--- config.mk ---
export PLATFORM = sky130hd
export DESIGN_NAME = control_unit
export DESIGN_NICKNAME = d
export VERILOG_FILES = /design/src/rtl/control_unit.sv
export SDC_FILE = /design/constraint.sdc
export NUM_CORES = 1
export LEC_CHECK = 0
export ABC_AREA = 1
export CELL_PAD_IN_SITES_DETAIL_PLACEMENT = 2
export CELL_PAD_IN_SITES_GLOBAL_PLACEMENT = 2
export CORE_AREA = 5 5 106 108
export DETAILED_ROUTE_END_ITERATION = 8
export DIE_AREA = 0 0 111 113
export PLACE_DENSITY = 0.82
export SETUP_SLACK_MARGIN = 0.2
export SYNTH_ARGS = -nofsm -noshare
export SYNTH_HDL_FRONTEND = slang
export SYNTH_SLANG_ARGS = --single-unit
--- constraint.sdc ---
create_clock -name clock -period 1.7 [get_ports clock]
set_clock_uncertainty 0.15 [all_clocks]
set_input_delay 0.34 -clock clock [delete_from_list [all_inputs] [get_ports clock]]
set_output_delay 0.34 -clock clock [all_outputs]
set_load 0.1 [all_outputs]
--- src/rtl/control_unit.sv ---
// control_unit: multi-cycle FETCH/DECODE/EXEC instruction control unit.
// Accepts {op, x, y, z} instruction words over a valid/ready handshake and
// drives register selects, ALU op, immediate and the write strobe.
// Optional feature macro: CONTROL_FAULT_EN (invalid opcodes trap to FAULT and
// decoded mnemonics are printed in simulation). Undefined: invalid opcodes
// retire as nop and fault/fault_op are tied to 0.
module control_unit #(
  parameter int b        = 8,
  parameter int op_b     = 4,
  parameter int sel_b    = 4,
  parameter int alu_op_b = 3,
  parameter int cnt_b    = 16
) (
  input  logic                      clock,
  input  logic                      reset,
  input  logic                      instr_valid,
  input  logic [op_b+3*sel_b-1:0]   instr,
  output logic                      instr_ready,
  input  logic                      exec_stall,
  output logic [sel_b-1:0]          x_sel,
  output logic [sel_b-1:0]          y_sel,
  output logic [sel_b-1:0]          z_sel,
  output logic [b-1:0]              imm,
  output logic                      imm_sel,
  output logic [alu_op_b-1:0]       alu_op,
  output logic                      reg_we,
  output logic                      halted,
  output logic                      fault,
  output logic [op_b-1:0]           fault_op,
  output logic [cnt_b-1:0]          retired
);

  localparam int iw = op_b + 3*sel_b;

  typedef enum logic [2:0] {
    S_FETCH,
    S_DECODE,
    S_EXEC,
    S_HALT,
    S_FAULT
  } state_t;

  state_t state, next_state;

  logic [iw-1:0]        instr_q;
  logic [op_b-1:0]      f_op;
  logic [sel_b-1:0]     f_x, f_y, f_z;
  logic [2*sel_b-1:0]   f_yz;

  // Decoder results, registered into the select outputs on leaving DECODE
  logic                 load_sel;
  logic                 retire;
  logic [sel_b-1:0]     dec_y, dec_z;
  logic                 dec_imm_sel;
  logic [alu_op_b-1:0]  dec_alu;
`ifdef CONTROL_FAULT_EN
  logic                 enter_fault;
`endif

  assign f_op = instr_q[iw-1 -: op_b];
  assign f_x  = instr_q[3*sel_b-1 -: sel_b];
  assign f_y  = instr_q[2*sel_b-1 -: sel_b];
  assign f_z  = instr_q[sel_b-1:0];
  assign f_yz = instr_q[2*sel_b-1:0];

  assign instr_ready = (state == S_FETCH);
  assign reg_we      = (state == S_EXEC);
  assign halted      = (state == S_HALT);

  // State register
  always_ff @(posedge clock) begin
    if (reset) state <= S_FETCH;
    else       state <= next_state;
  end

  // Next-state logic and instruction decode
  always_comb begin
    next_state  = state;
    load_sel    = 1'b0;
    retire      = 1'b0;
    dec_y       = f_y;
    dec_z       = f_z;
    dec_imm_sel = 1'b0;
    dec_alu     = '0;
`ifdef CONTROL_FAULT_EN
    enter_fault = 1'b0;
`endif
    case (state)
      S_FETCH: begin
        if (instr_valid) next_state = S_DECODE;
      end
      S_DECODE: begin
        case (f_op)
          op_b'(0): begin retire = 1'b1; next_state = S_FETCH; end
          op_b'(1): begin retire = 1'b1; next_state = S_HALT; end
          op_b'(2): begin load_sel = 1'b1; dec_alu = alu_op_b'(2); dec_imm_sel = 1'b1; end
          op_b'(3): begin load_sel = 1'b1; dec_alu = alu_op_b'(2); dec_z = f_y; end
          op_b'(4): begin load_sel = 1'b1; dec_alu = alu_op_b'(0); end
          op_b'(5): begin load_sel = 1'b1; dec_alu = alu_op_b'(0); dec_y = f_x; dec_imm_sel = 1'b1; end
          op_b'(6): begin load_sel = 1'b1; dec_alu = alu_op_b'(1); end
          op_b'(7): begin load_sel = 1'b1; dec_alu = alu_op_b'(1); dec_y = f_x; dec_imm_sel = 1'b1; end
          op_b'(8): begin load_sel = 1'b1; dec_alu = alu_op_b'(3); end
          op_b'(9): begin load_sel = 1'b1; dec_alu = alu_op_b'(4); end
          op_b'(10): begin load_sel = 1'b1; dec_alu = alu_op_b'(5); end
          default: begin
`ifdef CONTROL_FAULT_EN
            enter_fault = 1'b1;
            next_state  = S_FAULT;
`else
            retire      = 1'b1;
            next_state  = S_FETCH;
`endif
          end
        endcase
        if (load_sel) next_state = S_EXEC;
      end
      S_EXEC: begin
        if (!exec_stall) begin
          retire     = 1'b1;
          next_state = S_FETCH;
        end
      end
      S_HALT:  next_state = S_HALT;
      S_FAULT: next_state = S_FAULT;
      default: next_state = S_FETCH;
    endcase
  end

  // Instruction capture, select/op registers and retired counter
  always_ff @(posedge clock) begin
    if (reset) begin
      instr_q <= '0;
      x_sel   <= '0;
      y_sel   <= '0;
      z_sel   <= '0;
      imm     <= '0;
      imm_sel <= 1'b0;
      alu_op  <= '0;
      retired <= '0;
    end else begin
      if (state == S_FETCH && instr_valid) instr_q <= instr;
      if (load_sel) begin
        x_sel   <= f_x;
        y_sel   <= dec_y;
        z_sel   <= dec_z;
        imm     <= b'(f_yz);
        imm_sel <= dec_imm_sel;
        alu_op  <= dec_alu;
      end
      if (retire) retired <= retired + cnt_b'(1);
    end
  end

`ifdef CONTROL_FAULT_EN
  assign fault = (state == S_FAULT);

  // Latch the offending opcode on entry to FAULT
  always_ff @(posedge clock) begin
    if (reset)            fault_op <= '0;
    else if (enter_fault) fault_op <= f_op;
  end

`ifndef SYNTHESIS
  // Trace each decoded opcode mnemonic
  always_ff @(posedge clock) begin
    if (!reset && state == S_DECODE) begin
      case (f_op)
        op_b'(0):  $display("control_unit: nop");
        op_b'(1):  $display("control_unit: halt");
        op_b'(2):  $display("control_unit: set");
        op_b'(3):  $display("control_unit: copy");
        op_b'(4):  $display("control_unit: addr");
        op_b'(5):  $display("control_unit: addv");
        op_b'(6):  $display("control_unit: subr");
        op_b'(7):  $display("control_unit: subv");
        op_b'(8):  $display("control_unit: and");
        op_b'(9):  $display("control_unit: or");
        op_b'(10): $display("control_unit: xor");
        default:   $display("control_unit: invalid opcode %0d", f_op);
      endcase
    end
  end
`endif
`else
  assign fault    = 1'b0;
  assign fault_op = '0;
`endif

endmodule

-- Word-level counts from Yosys, hierarchy flattened
Cells that the tools add are included.
- add/subtract/negate cells: 1
- multipliers: 0
- divide/modulo/power cells: 0
- order comparisons: 0
- eq/ne operators: 17
- shift operators: 0
- muxes and demuxes: 19
- bitwise operators: 0
- reduce and logical (&&, ||, !) cells: 8
- operators by type and width (operator ; count):
    one-hot mux 3 bit (5 select lines) ; 2
    adder 16 x 1 -> 16 bit (second input constant) ; 1
    equality test 4 x 3 -> 1 bit (second input constant) ; 4
    2-to-1 mux 4 bit ; 4
    equality test 4 bit (second input constant) ; 3
    2-to-1 mux 3 bit ; 4
    OR reduction 9 bit ; 1
    equality test 4 x 2 -> 1 bit (second input constant) ; 2
    2-to-1 mux 1 bit ; 7
    equality test 3 x 2 -> 1 bit (second input constant) ; 2
    one-hot mux 3 bit (2 select lines) ; 1
    OR reduction 2 bit ; 3
    equality test 4 x 1 -> 1 bit (second input constant) ; 1
    != test 2 bit (second input constant) ; 2
    equality test 3 x 1 -> 1 bit (second input constant) ; 1
    equality test 3 bit (second input constant) ; 1
    zero test 3 bit ; 1
    != test 3 bit (second input constant) ; 1
    AND reduction 3 bit ; 1
    OR reduction 3 bit ; 1
    one-hot mux 1 bit (2 select lines) ; 1
    logical AND 1 bit ; 1
- register bits: 59
- bits in latches: 0
- bits in writable memories: 0
- ROM bits: 0
- bits of input ports: 20
- output and inout port bits: 48
- word-level logic and storage cells: 54
- memories: 0

-- Longest topological paths before layout
Gate-level depths: netlist (run 1).
- word-level depth: 6
- mapped depth: 11
- depth with buffers taken out: 10

-- Worst setup path before layout (run 1)
No wires, ideal clock.
- path kind: register to register
- from: reg state[1]
- to: reg retired[4]
- library setup time: 0.119 ns
- arrival: 2.436 ns
- slack: -1.005 ns
- cell stages (with the launch flop): 9
- buffers on the path: 1
- period minus slack after synthesis: 2.705 ns
- cell sequence: dfxtp_1 inv_2 nor3_2 nand2_1 nand2_4 buf_6 nand3_1 nand2_1 nor2_1
- cells in the longest elaborated chain, start to end: 2
- RTL lines (what ; line ; source):
    start: declaration ; 43 ; state_t state, next_state;
    start signal: assignment ; 73 ; else state <= next_state;
    equality test 3 x 2 -> 1 bit ; -- ;
    named net reg_we ; 26 ; output logic reg_we,
    one-hot mux 1 bit (2 select lines) ; 88 ; case (state)
    end signal: assignment ; 150 ; if (retire) retired <= retired + cnt_b'(1);
    end: declaration ; 30 ; output logic [cnt_b-1:0] retired
The timed path passes the listed nets, and every way through them passes these cells.
A chain may end at the register's enable or synchronous reset.

-- Worst setup path in the final report (run 1)
- from: reg state[2]
- to: reg retired[5]
- cells in the longest elaborated chain, start to end: 2
- RTL lines (what ; line):
    equality test 3 x 2 -> 1 bit / equality test 3 x 1 -> 1 bit (equally long branches) ; 88
    one-hot mux 1 bit (2 select lines) (*) ; 88
Mark *: on every way between the ends. The rest lies on a longest branch, timed or not.

==> results of run 1 <==
==> power breakdown <==
group	total [W]	leakage, nW	switching, W	internal (W)
Combinational	0.00299	1.46	0.00185	0.00114
Sequential	0.00179	0.498	0.000242	0.00155
Clock	0.00139	0.0950	0.000721	0.000673
Total	0.00618	2.06	0.00281	0.00336
==> area by class of cell <==
type | count | area (µm²) | share of cell area, %
Inverter | 39 | 166 | 3.09
Tap cell | 136 | 170 | 3.16
Clock inverter | 7 | 68.8 | 1.28
Clock buffer | 9 | 124 | 2.30
Multi-Input combinational cell | 262 | 1880 | 34.8
Sequential cell | 59 | 1240 | 23.0
Timing Repair Buffer | 120 | 1740 | 32.3
==> stage by stage <==
step                util (%)  cell area, µm²
detailed placement      40.6            4120
floorplan                  -            2800
global placement        40.6            4120
CTS                     47.8            4840
finish                  53.2            5390
global route            53.2            5390
==> cell families (layout without fill, tap and decap cells) <==
family	count (synthesis)	in the layout	synth area share, %
buffers and inverters	59	175	10.1
adder cells (fa/ha/maj)	1	1	0.464
AND/OR/NAND/NOR	165	166	27.1
XOR/XNOR	1	1	0.325
AO/OA/AOI/OAI	89	89	18.1
other	1	5	0.139
flip-flops	59	59	43.8
==> state kept, by name, indices dropped and copies added (netlist names) <==
| signal | cells |
|---|---|
| y_sel | 4 |
| imm | 8 |
| retired | 16 |
| z_sel | 4 |
| instr_q | 16 |
| state | 3 |
| x_sel | 4 |
| imm_sel | 1 |
| alu_op | 3 |
==> worst max path at each step <==
stage,start,end,slack (ns),cells after the start
finish,state[2]$_SDFFE_PP0P_,retired[5]$_SDFFE_PP0P_,-0.17,10
global route,state[2]$_SDFFE_PP0P_,retired[5]$_SDFFE_PP0P_,-0.22,10
CTS,state[2]$_SDFFE_PP0P_,reg_we,-0.08,4
detailed placement,instr_q[13]$_SDFFE_PP0P_,z_sel[0]$_SDFFE_PP0P_,-0.06,9
global placement,exec_stall,retired[3]$_SDFFE_PP0P_,0.06,7
floorplan,state[1]$_SDFFE_PP0P_,retired[15]$_SDFFE_PP0P_,-0.39,8
==> worst max-delay path, cell delays in order (launching register included) <==
cell,delay [ns]
dfxtp_2,0.35
buf_6,0.12
nor3_4,0.19
buf_4,0.15
buf_6,0.10
nand2_8,0.06
nand2_8,0.14
buf_6,0.12
buf_6,0.08
a21oi_2,0.06
nor2_1,0.22
==> cells in the mapped netlist, types with 2 or more instances <==
library cell,instances
inv_2,4
buf_6,3
nor3_1,6
a22oi_1,3
o21ai_1,3
nand2_4,2
nand2_1,68
a21oi_1,40
inv_1,35
o21ai_0,32
buf_2,5
nand3_2,2
clkbuf_1,6
nand4_1,5
buf_4,6
nand2_2,2
nand3_1,16
dfxtp_1,59
a21oi_2,3
o21ai_2,2
nor2_1,58
o211ai_1,4
nor2_4,3
==> metal layers <==
layer,wire length [µm],part of all wire [%]
met3,692,4.2
met1,6280,38
met4,587,3.5
met2,9110,55
met5,0,0
==> timing repair <==
action                     4_1_cts  5_1_grt
gates resized for setup         98      113
pin swaps                       22       39
hold endpoints to repair         0        0
gates cloned                     3        3
buffers inserted                18       10
setup endpoints to repair       66       71
==> out/qor.yml, run 1 <==
grt_pass1_wl_um: 21100
layout_commonest_cell: "nand2_1"
die_y_um: 113
crit_path_max_fanout: 8
grt_pass1_vias: 3608
holdBufCountCts: 0
finalSetupViolCount: 34
whs_path_depth: 2
antenna_found_initial: 0
grt_use_met2_pct: 42.0
clockBufferDepth: 2
seq_area_frac_synth_pct: 43.8
reg2reg_setup_slack_ns: -0.17
cts_tree: "yes"
dp_hpwl_um: 7290
portBuffers: 62
grt_use_met3_pct: 3.74
postRouteAntennaNets: 0
drv_slew: 0
fin_setup_tns_ns: -1.81
initial_utilization_pct: 26.6
post-route-period-util_pct: 110
violations: "negative setup slack"
wirelength_um: 16700
busiest_layer: "met2"
die_area_um2: 12500
synthCells: 375
drv_cap: 0
yosysWarnings: 0
r2r-start: "state[2]$_SDFFE_PP0P_"
grt_start_max_net_pins: 36
wire_per_inst_um: 26.4
cellPowerDensity_nw_per_um2: 1150
io_pins: 68
htree_num_levels: 3
root_buffer: "clkbuf_8"
gp_congestion: 0.813
whs_ns: 0.376
rsz0062_at_grt: "yes"
leakagePower_nw: 2.06
avgSynthCellArea_um2: 7.19
cp-start-kind: "flop"
ff2ff_path_depth: 10
grt_overflow: 0
area_growth_pct: 100
synth_area_leader_cell: "dfxtp_1"
dp.cells: 582
fill_cells: 991
drive_above_1_share_pct: 55.2
hp-class: "reg2reg"
clock_latency_ns: 0.36
r2r_end: "retired[5]$_SDFFE_PP0P_"
drt_iter0_markers: 123
ys_types: 31
period_minus_slack_ns: 1.87
hp-start: "retired[7]$_SDFFE_PP0P_"
synth_edf_count: 0
synth.top_cell.area_share_pct: 43.8
outcome: "finished, violations left"
fin_ws_ns: -0.171
ys_seq_elements: 59
rows: 37
synthArstFlopShare_pct: 0
drc_errors: 0
synth_area_leaders: "dfxtp_1 44%, nand2_1 9.5%, nor2_1 8.1%"
cp.required_ns: 1.80
cp-end-kind: "flop"
critPathArrivalTime_ns: 1.97
cts.reportedPaths.clkPinSlew_ns: 0.09
layout_common_cells: "53 x nand2_1, 48 x buf_12, 36 x nor2_1"
die_width_um: 111
crit_type: "reg2reg"
vias_per_cell: 5.15
synth_area_um2: 2700
use_met1_pct: 23.1
hold_path_end: "retired[7]$_SDFFE_PP0P_"
first_pass_iters: 4
clock.fmax_mhz: 535
core_area_um2: 10100
finalHoldViolations: 0
grt_usage_pct: 21.5
vdd_drop_max_uv: 679
dr_total_vias: 3252
clock-sinks: 59
synth_ff_type: "dfxtp_1"
numCtsBuffers: 9
stdcell_count: 632
antenna_cells: 0
power.total_w: 0.00618
place_ws_ns: -0.0626
nets: 512
(Power assumes the default switching activity.)
==> inputs of run 2 (changes only) <==
--- a/config.mk
+++ b/config.mk
@@ -5,13 +5,12 @@
 export SDC_FILE = /design/constraint.sdc
 export NUM_CORES = 1
 export LEC_CHECK = 0
-export ABC_AREA = 1
 export CELL_PAD_IN_SITES_DETAIL_PLACEMENT = 2
 export CELL_PAD_IN_SITES_GLOBAL_PLACEMENT = 2
-export CORE_AREA = 5 5 106 108
+export CORE_AREA = 5 5 105 107
 export DETAILED_ROUTE_END_ITERATION = 8
-export DIE_AREA = 0 0 111 113
-export PLACE_DENSITY = 0.82
+export DIE_AREA = 0 0 110 112
+export PLACE_DENSITY = 0.79
 export SETUP_SLACK_MARGIN = 0.2
 export SYNTH_ARGS = -nofsm -noshare
 export SYNTH_HDL_FRONTEND = slang
==> out/qor.yml, run 2 <==
synth_top_family_by_area: "simple AND/OR/NAND/NOR gates"
grt_pass1_vias: 3231  # -10%
period_minus_slack_ns: 2.02  # +0.153 ns
portBuffers: 62  # unchanged
fin_util_pct: 52.7  # -0.44 points
yosys.area_share.adder_pct: 0.479  # +0.015 points
ys_seq_elements: 59  # unchanged
grt_start_max_net_pins: 29  # -19%
synth_ff_type: "dfxtp_1"
cp.required_ns: 1.83  # +0.03 ns
clock-sinks: 59  # unchanged
vias_per_cell: 5.03  # -2.2%
grt_usage_pct: 19.9  # -1.6 points
layout_commonest_cell: "nand2_1"
combPwrFrac_pct: 29.0  # -19 points
grt_overflow: 0  # unchanged
reg_top3: "instr_q x16, retired x16, imm x8"
first_pass_iters: 4  # unchanged
die_width_um: 110  # -0.90%
drv_slew: 0  # unchanged
drc_errors: 0  # unchanged
synth_area_leaders: "dfxtp_1 45%, nand2_1 9.8%, a21oi_1 8.2%"
clockPowerShare_pct: 35.4  # +13 points
cellPowerDensity_nw_per_um2: 803  # -30%
finalSetupViolCount: 43  # +26%
clockBufferDepth: 2  # unchanged
drv_cap: 0  # unchanged
avgSynthCellArea_um2: 8.14  # +13%
layout_common_cells: "53 x nand2_1, 47 x buf_12, 39 x buf_4"
antenna_cells: 0  # unchanged
leakagePower_nw: 1.92  # -6.6%
stdcell_count: 591  # -6.5%
synth_xor_area_share_pct: 2.35  # +2.0 points
synth_edf_count: 0  # unchanged
wire_per_inst_um: 24.3  # -7.8%
clock.fmax_mhz: 494  # -7.6%
numCtsBuffers: 9  # unchanged
gp_congestion: 0.750  # -7.8%
synthArstFlopShare_pct: 0  # unchanged
power.total_w: 0.00425  # -31%
die_y_um: 112  # -0.88%
seq_power_share_pct: 35.6  # +6.6 points
nets: 471  # -8.0%
dp_hpwl_um: 6940  # -4.9%
yosysWarnings: 0  # unchanged
seq_area_frac_synth_pct: 45.2  # +1.4 points
synth_most_common_cell: "nand2_1"
outcome: "finished, violations left"
grt_pass1_wl_um: 18700  # -11%
antenna_found_initial: 0  # unchanged
root_buffer: "clkbuf_8"
violations: "negative setup slack"
ys_types: 43  # +39%
finalHoldViolations: 0  # unchanged
vdd_drop_max_uv: 438  # -36%
synth.top_cell.area_share_pct: 45.2  # +1.4 points
post-route-period-util_pct: 119  # +9.0 points
crit_path_max_fanout: 10  # +2
cts.reportedPaths.clkPinSlew_ns: 0.09  # about the same
synth_area_um2: 2610  # -3.1%
cp-end-kind: "flop"
rows: 37  # unchanged
postRouteAntennaNets: 0  # unchanged
synthMuxAreaShare_pct: 3.88  # +3.9 points
hp-class: "in2reg"
htree_num_levels: 3  # unchanged
wirelength_um: 14400  # -14%
core_area_um2: 10000  # -0.91%
yosys-top-cells-count: "68 x nand2_1, 59 x dfxtp_1, 43 x a21oi_1, 33 x nor2_1, 13 x clkbuf_1"
crit_type: "reg2reg"
rsz0062_at_grt: "yes"
regArea_um2: 1250  # +0.81%
synth_area_leader_cell: "dfxtp_1"
fin_setup_tns_ns: -8.97  # -7.17 ns
cts_tree: "yes"
critPathArrivalTime_ns: 2.15  # +0.18 ns
synthCells: 321  # -14%
drive_above_1_share_pct: 56.3  # +1.0 points
drt_iter0_markers: 96  # -22%
dr_total_vias: 2974  # -8.5%
cp-start-kind: "flop"
die_area_um2: 12300  # -1.8%
fill_cells: 982  # -0.91%
dp.cells: 544  # -6.5%
multi_input_area_um2: 1760  # -6.1%
synth-simple-area-share_pct: 23.2  # -3.9 points
sw_frac_of_total_pct: 36.3  # -9.2 points
area_growth_pct: 103
synth_compound_area_share_pct: 18.4  # +0.33 points
power.switching_w: 0.00154  # -45%
p_int_w: 0.00271  # -19%
io_pins: 68  # unchanged
initial_utilization_pct: 26.0  # -0.58 points
clock_latency_ns: 0.36  # about the same
fin_ws_ns: -0.324  # -0.153 ns
==> run 2: changes by cell type in the layout (fill, tap and decap cells not counted), moves of 6 or more <==
cell	change
buf_4	+17
buf_6	+7
dfxtp_2	-10
dfxtp_4	+6
inv_1	-28
nand2_2	-6
nand3_1	-9
nor2_1	-9
nor2_2	-9
nor2_4	-11
o21ai_1	-6
o21ai_2	-20
==> run 2: logic make-up after synthesis <==
kind of cell             count (synthesis)
flip-flops                              59
adder cells (fa/ha/maj)                  1
XOR/XNOR                                 7
AO/OA/AOI/OAI                           77
AND/OR/NAND/NOR                        133
other                                    1
multiplexers                            10
buffers and inverters                   33
==> run 2: final timing paths <==
path                      startpoint                        to  slack (ns)  depth (start not counted)
max reg2reg    state[0]$_SDFFE_PP0P_  retired[13]$_SDFFE_PP0P_       -0.32                          5
min reg2reg  instr_q[9]$_SDFFE_PP0P_     x_sel[1]$_SDFFE_PP0P_        0.37                          2
min                            reset   retired[1]$_SDFFE_PP0P_        0.12                          2
max            state[0]$_SDFFE_PP0P_  retired[13]$_SDFFE_PP0P_       -0.32                          5
==> run 2: stage by stage <==
stage / cell area (µm²) / hold WS (ns) / setup WS, ns
6_report: 5300 / 0.118 / -0.324
4_1_cts: 4830 / 0.108 / -0.215
3_3_place_gp: 4210 / 0.311 / -0.551
5_1_grt: 5300 / 0.137 / -0.368
2_1_floorplan: 2780 / 0.280 / -0.182
3_5_place_dp: 4210 / 0.329 / -0.659
==> run 2: layout make-up <==
type / instances / area share, %
well taps: 136 / 3.21
inverters: 6 / 0.425
clock buffers: 10 / 2.81
multi-input cells: 233 / 33.3
flip-flops and latches: 59 / 23.6
clock inverters: 6 / 1.28
repair buffers: 141 / 35.4
==> run 2: critical path: stages (launching register included) <==
cell and delay (ns):
dfxtp_4 0.39, or3b_4 0.44, nor2_1 0.30, a21oi_4 0.15
or3_1 0.35, a21oi_1 0.15
==> run 2: layer usage <==
metal,wire length (µm),track usage [%]
met1,5290,21.6
met2,8040,37.7
met3,556,3.83
met4,480,6.40
met5,0,0
==> run 2: timing repair <==
item / in CTS / in global routing
hold buffers: 0 / 0
cloned: 1 / 3
pin swaps: 25 / 44
resized for setup: 66 / 91
endpoints found under the setup margin: 70 / 71
buffers inserted: 19 / 8
==> run 2: power groups by stage <==
| stage | registers (W) | logic, W | clock network, W |
|---|---|---|---|
| after floorplan | 0.00170 | 0.000384 | 0 |
| after global placement | 0.00152 | 0.000901 | 0 |
| after detailed placement | 0.00153 | 0.000924 | 0 |
| after CTS | 0.00150 | 0.00105 | 0.00147 |
| after global routing | 0.00152 | 0.00128 | 0.00159 |
| final | 0.00151 | 0.00123 | 0.00151 |
==> inputs of run 3 (changes only) <==
--- a/config.mk
+++ b/config.mk
@@ -5,12 +5,14 @@
 export SDC_FILE = /design/constraint.sdc
 export NUM_CORES = 1
 export LEC_CHECK = 0
+export CAP_MARGIN = 10
 export CELL_PAD_IN_SITES_DETAIL_PLACEMENT = 2
 export CELL_PAD_IN_SITES_GLOBAL_PLACEMENT = 2
 export CORE_AREA = 5 5 105 107
 export DETAILED_ROUTE_END_ITERATION = 8
 export DIE_AREA = 0 0 110 112
-export PLACE_DENSITY = 0.79
+export PLACE_DENSITY = 0.86
+export REMOVE_ABC_BUFFERS = 1
 export SETUP_SLACK_MARGIN = 0.2
 export SYNTH_ARGS = -nofsm -noshare
 export SYNTH_HDL_FRONTEND = slang
==> out/qor.yml, run 3 (synthesis results as in run 2) <==
clockBufferDepth: 2  # unchanged
area_growth_pct: 109
layout_commonest_cell: "buf_12"
first_pass_iters: 4  # unchanged
clock_latency_ns: 0.37  # about the same
slew-limit-headroom_pct: 67.2
htree_num_levels: 3  # unchanged
dr_total_vias: 2978  # +0.13%
rows: 37  # unchanged
die_y_um: 112  # unchanged
clock-sinks: 59  # unchanged
fill_cells: 989  # +0.71%
antenna_cells: 0  # unchanged
numCtsBuffers: 9  # unchanged
period_minus_slack_ns: 2.13  # +0.103 ns
crit_start: "state[0]$_SDFFE_PP0P_"
crit_type: "reg2reg"
wirelength_um: 15900  # +11%
postRouteAntennaNets: 0  # unchanged
drv_slew: 0  # unchanged
core_area_um2: 10000  # unchanged
root_buffer: "clkbuf_8"
grt_overflow: 0  # unchanged
hp-start: "reset"
cp-end-kind: "flop"
post-route-period-util_pct: 125  # +6.0 points
use_met1_pct: 25.9  # +4.3 points
tightest_slew_ns: 0.485
reg_top3: "instr_q x16, retired x16, imm x8"
violations: "negative setup slack"
fin_ws_ns: -0.427  # -0.103 ns
portBuffers: 62  # unchanged
placed_area_um2: 4180  # -0.77%
crit_path_max_fanout: 5  # -5
grt_usage_pct: 21.3  # +1.4 points
grt_use_met3_pct: 3.88  # +0.058 points
io_pins: 68  # unchanged
fin_setup_tns_ns: -9.93  # -0.953 ns
holdBufCountCts: 0  # unchanged
die_area_um2: 12300  # unchanged
wire_per_inst_um: 27.3  # +12%
nets: 464  # -1.5%
cellPowerDensity_nw_per_um2: 813  # +1.3%
cp.required_ns: 1.79  # -0.04 ns
stdcell_count: 584  # -1.2%
drv_cap: 0  # unchanged
gp_congestion: 0.759  # +1.2%
whs_ns: 0.153  # +0.0354 ns
finalHoldViolations: 0  # unchanged
antenna_found_initial: 0  # unchanged
cts.reportedPaths.clkPinSlew_ns: 0.10  # about the same
grt_pass1_wl_um: 19800  # +6.2%
die_width_um: 110  # unchanged
cts_tree: "yes"
vdd_drop_max_uv: 444  # +1.5%
leakagePower_nw: 2.11  # +9.9%
hp-class: "in2reg"
drive_above_1_share_pct: 61.8  # +5.6 points
r2r-start: "state[0]$_SDFFE_PP0P_"
dp_hpwl_um: 7260  # +4.6%
drc_errors: 0  # unchanged
layout_common_cells: "49 x buf_12, 38 x nand2_1, 38 x dfxtp_1"
fin_util_pct: 54.4  # +1.7 points
clock.fmax_mhz: 470  # -4.8%
initial_utilization_pct: 26.0  # unchanged
grt_start_max_net_pins: 41  # +41%
drt_iter0_markers: 130  # +35%
design_area_um2: 5470  # +3.2%
finalSetupViolCount: 45  # +4.7%
busiest_layer: "met2"
grt_use_met2_pct: 37.4  # -0.28 points
vias_per_cell: 5.10  # +1.3%
dp.cells: 549  # +0.92%
cp-start-kind: "flop"
outcome: "finished, violations left"
rsz0062_at_grt: "yes"
critPathArrivalTime_ns: 2.22  # +0.07 ns
grt_pass1_vias: 3231  # unchanged
run 3: cell count changes in the layout (fill, tap and decap cells not counted), sizes merged:
cell          before  now
clkinvlp           1    0
dlymetal6s2s       1    0
buf              121  114
clkinv             0    3
dlygate4sd2        0    1
bufinv             1    2
clkbuf            12   11
inv               10    8
run 3: layer usage:
| metal | share of wire, % | up-vias |
|---|---|---|
| li1 | - | 1332 |
| met1 | 42 | 1530 |
| met2 | 52 | 90 |
| met3 | 3.6 | 26 |
| met4 | 2.2 | 0 |
| met5 | 0 | - |
run 3: metrics by stage:
| step | total power, W | worst slack (ns) |
|---|---|---|
| floorplan | 0.00201 | -1.27 |
| global placement | 0.00243 | -0.523 |
| detailed placement | 0.00248 | -0.658 |
| CTS | 0.00415 | -0.223 |
| global route | 0.00457 | -0.470 |
| finish | 0.00445 | -0.427 |
run 3: final cells by class:
cell class                 instances  area (µm²)  area share, %
sequential                        59        1220           22.4
multi-input combinational        233        2000           36.7
timing repair buffer             134        1820           33.3
clock buffer                       9         124           2.27
tap                              136         170           3.11
clock inverter                     7         100           1.83
inverter                           6        22.5          0.412
run 3: power breakdown:
| group | internal, W | switching, W | leakage (nW) | total [W] |
|---|---|---|---|---|
| registers | 0.00144 | 0.000101 | 0.491 | 0.00154 |
| logic | 0.000529 | 0.000799 | 1.51 | 0.00133 |
| clock network | 0.000839 | 0.000740 | 0.114 | 0.00158 |
run 3: final timing paths:
kind / endpoint / slack [ns] / depth (start not counted)
worst max-delay path: retired[6]$_SDFFE_PP0P_ / -0.43 / 7
worst min-delay path: state[0]$_SDFFE_PP0P_ / 0.15 / 2
worst max register to register: retired[6]$_SDFFE_PP0P_ / -0.43 / 7
worst min register to register: imm[2]$_SDFFE_PP0P_ / 0.37 / 2
run 3: timing repair:
action,in CTS,in global routing
setup buffers,5,10
endpoints found under the setup margin,73,77
pin swaps,35,56
gates resized for setup,118,110
cloned,1,3
run 3: critical path, stage by stage (launching register included):
cell and delay [ns]:
dfxtp_4 0.40, buf_4 0.15, nand4b_1 0.20, a2111oi_4 0.38
buf_4 0.23, o2111ai_1 0.18, xor2_1 0.25, nor2_1 0.06
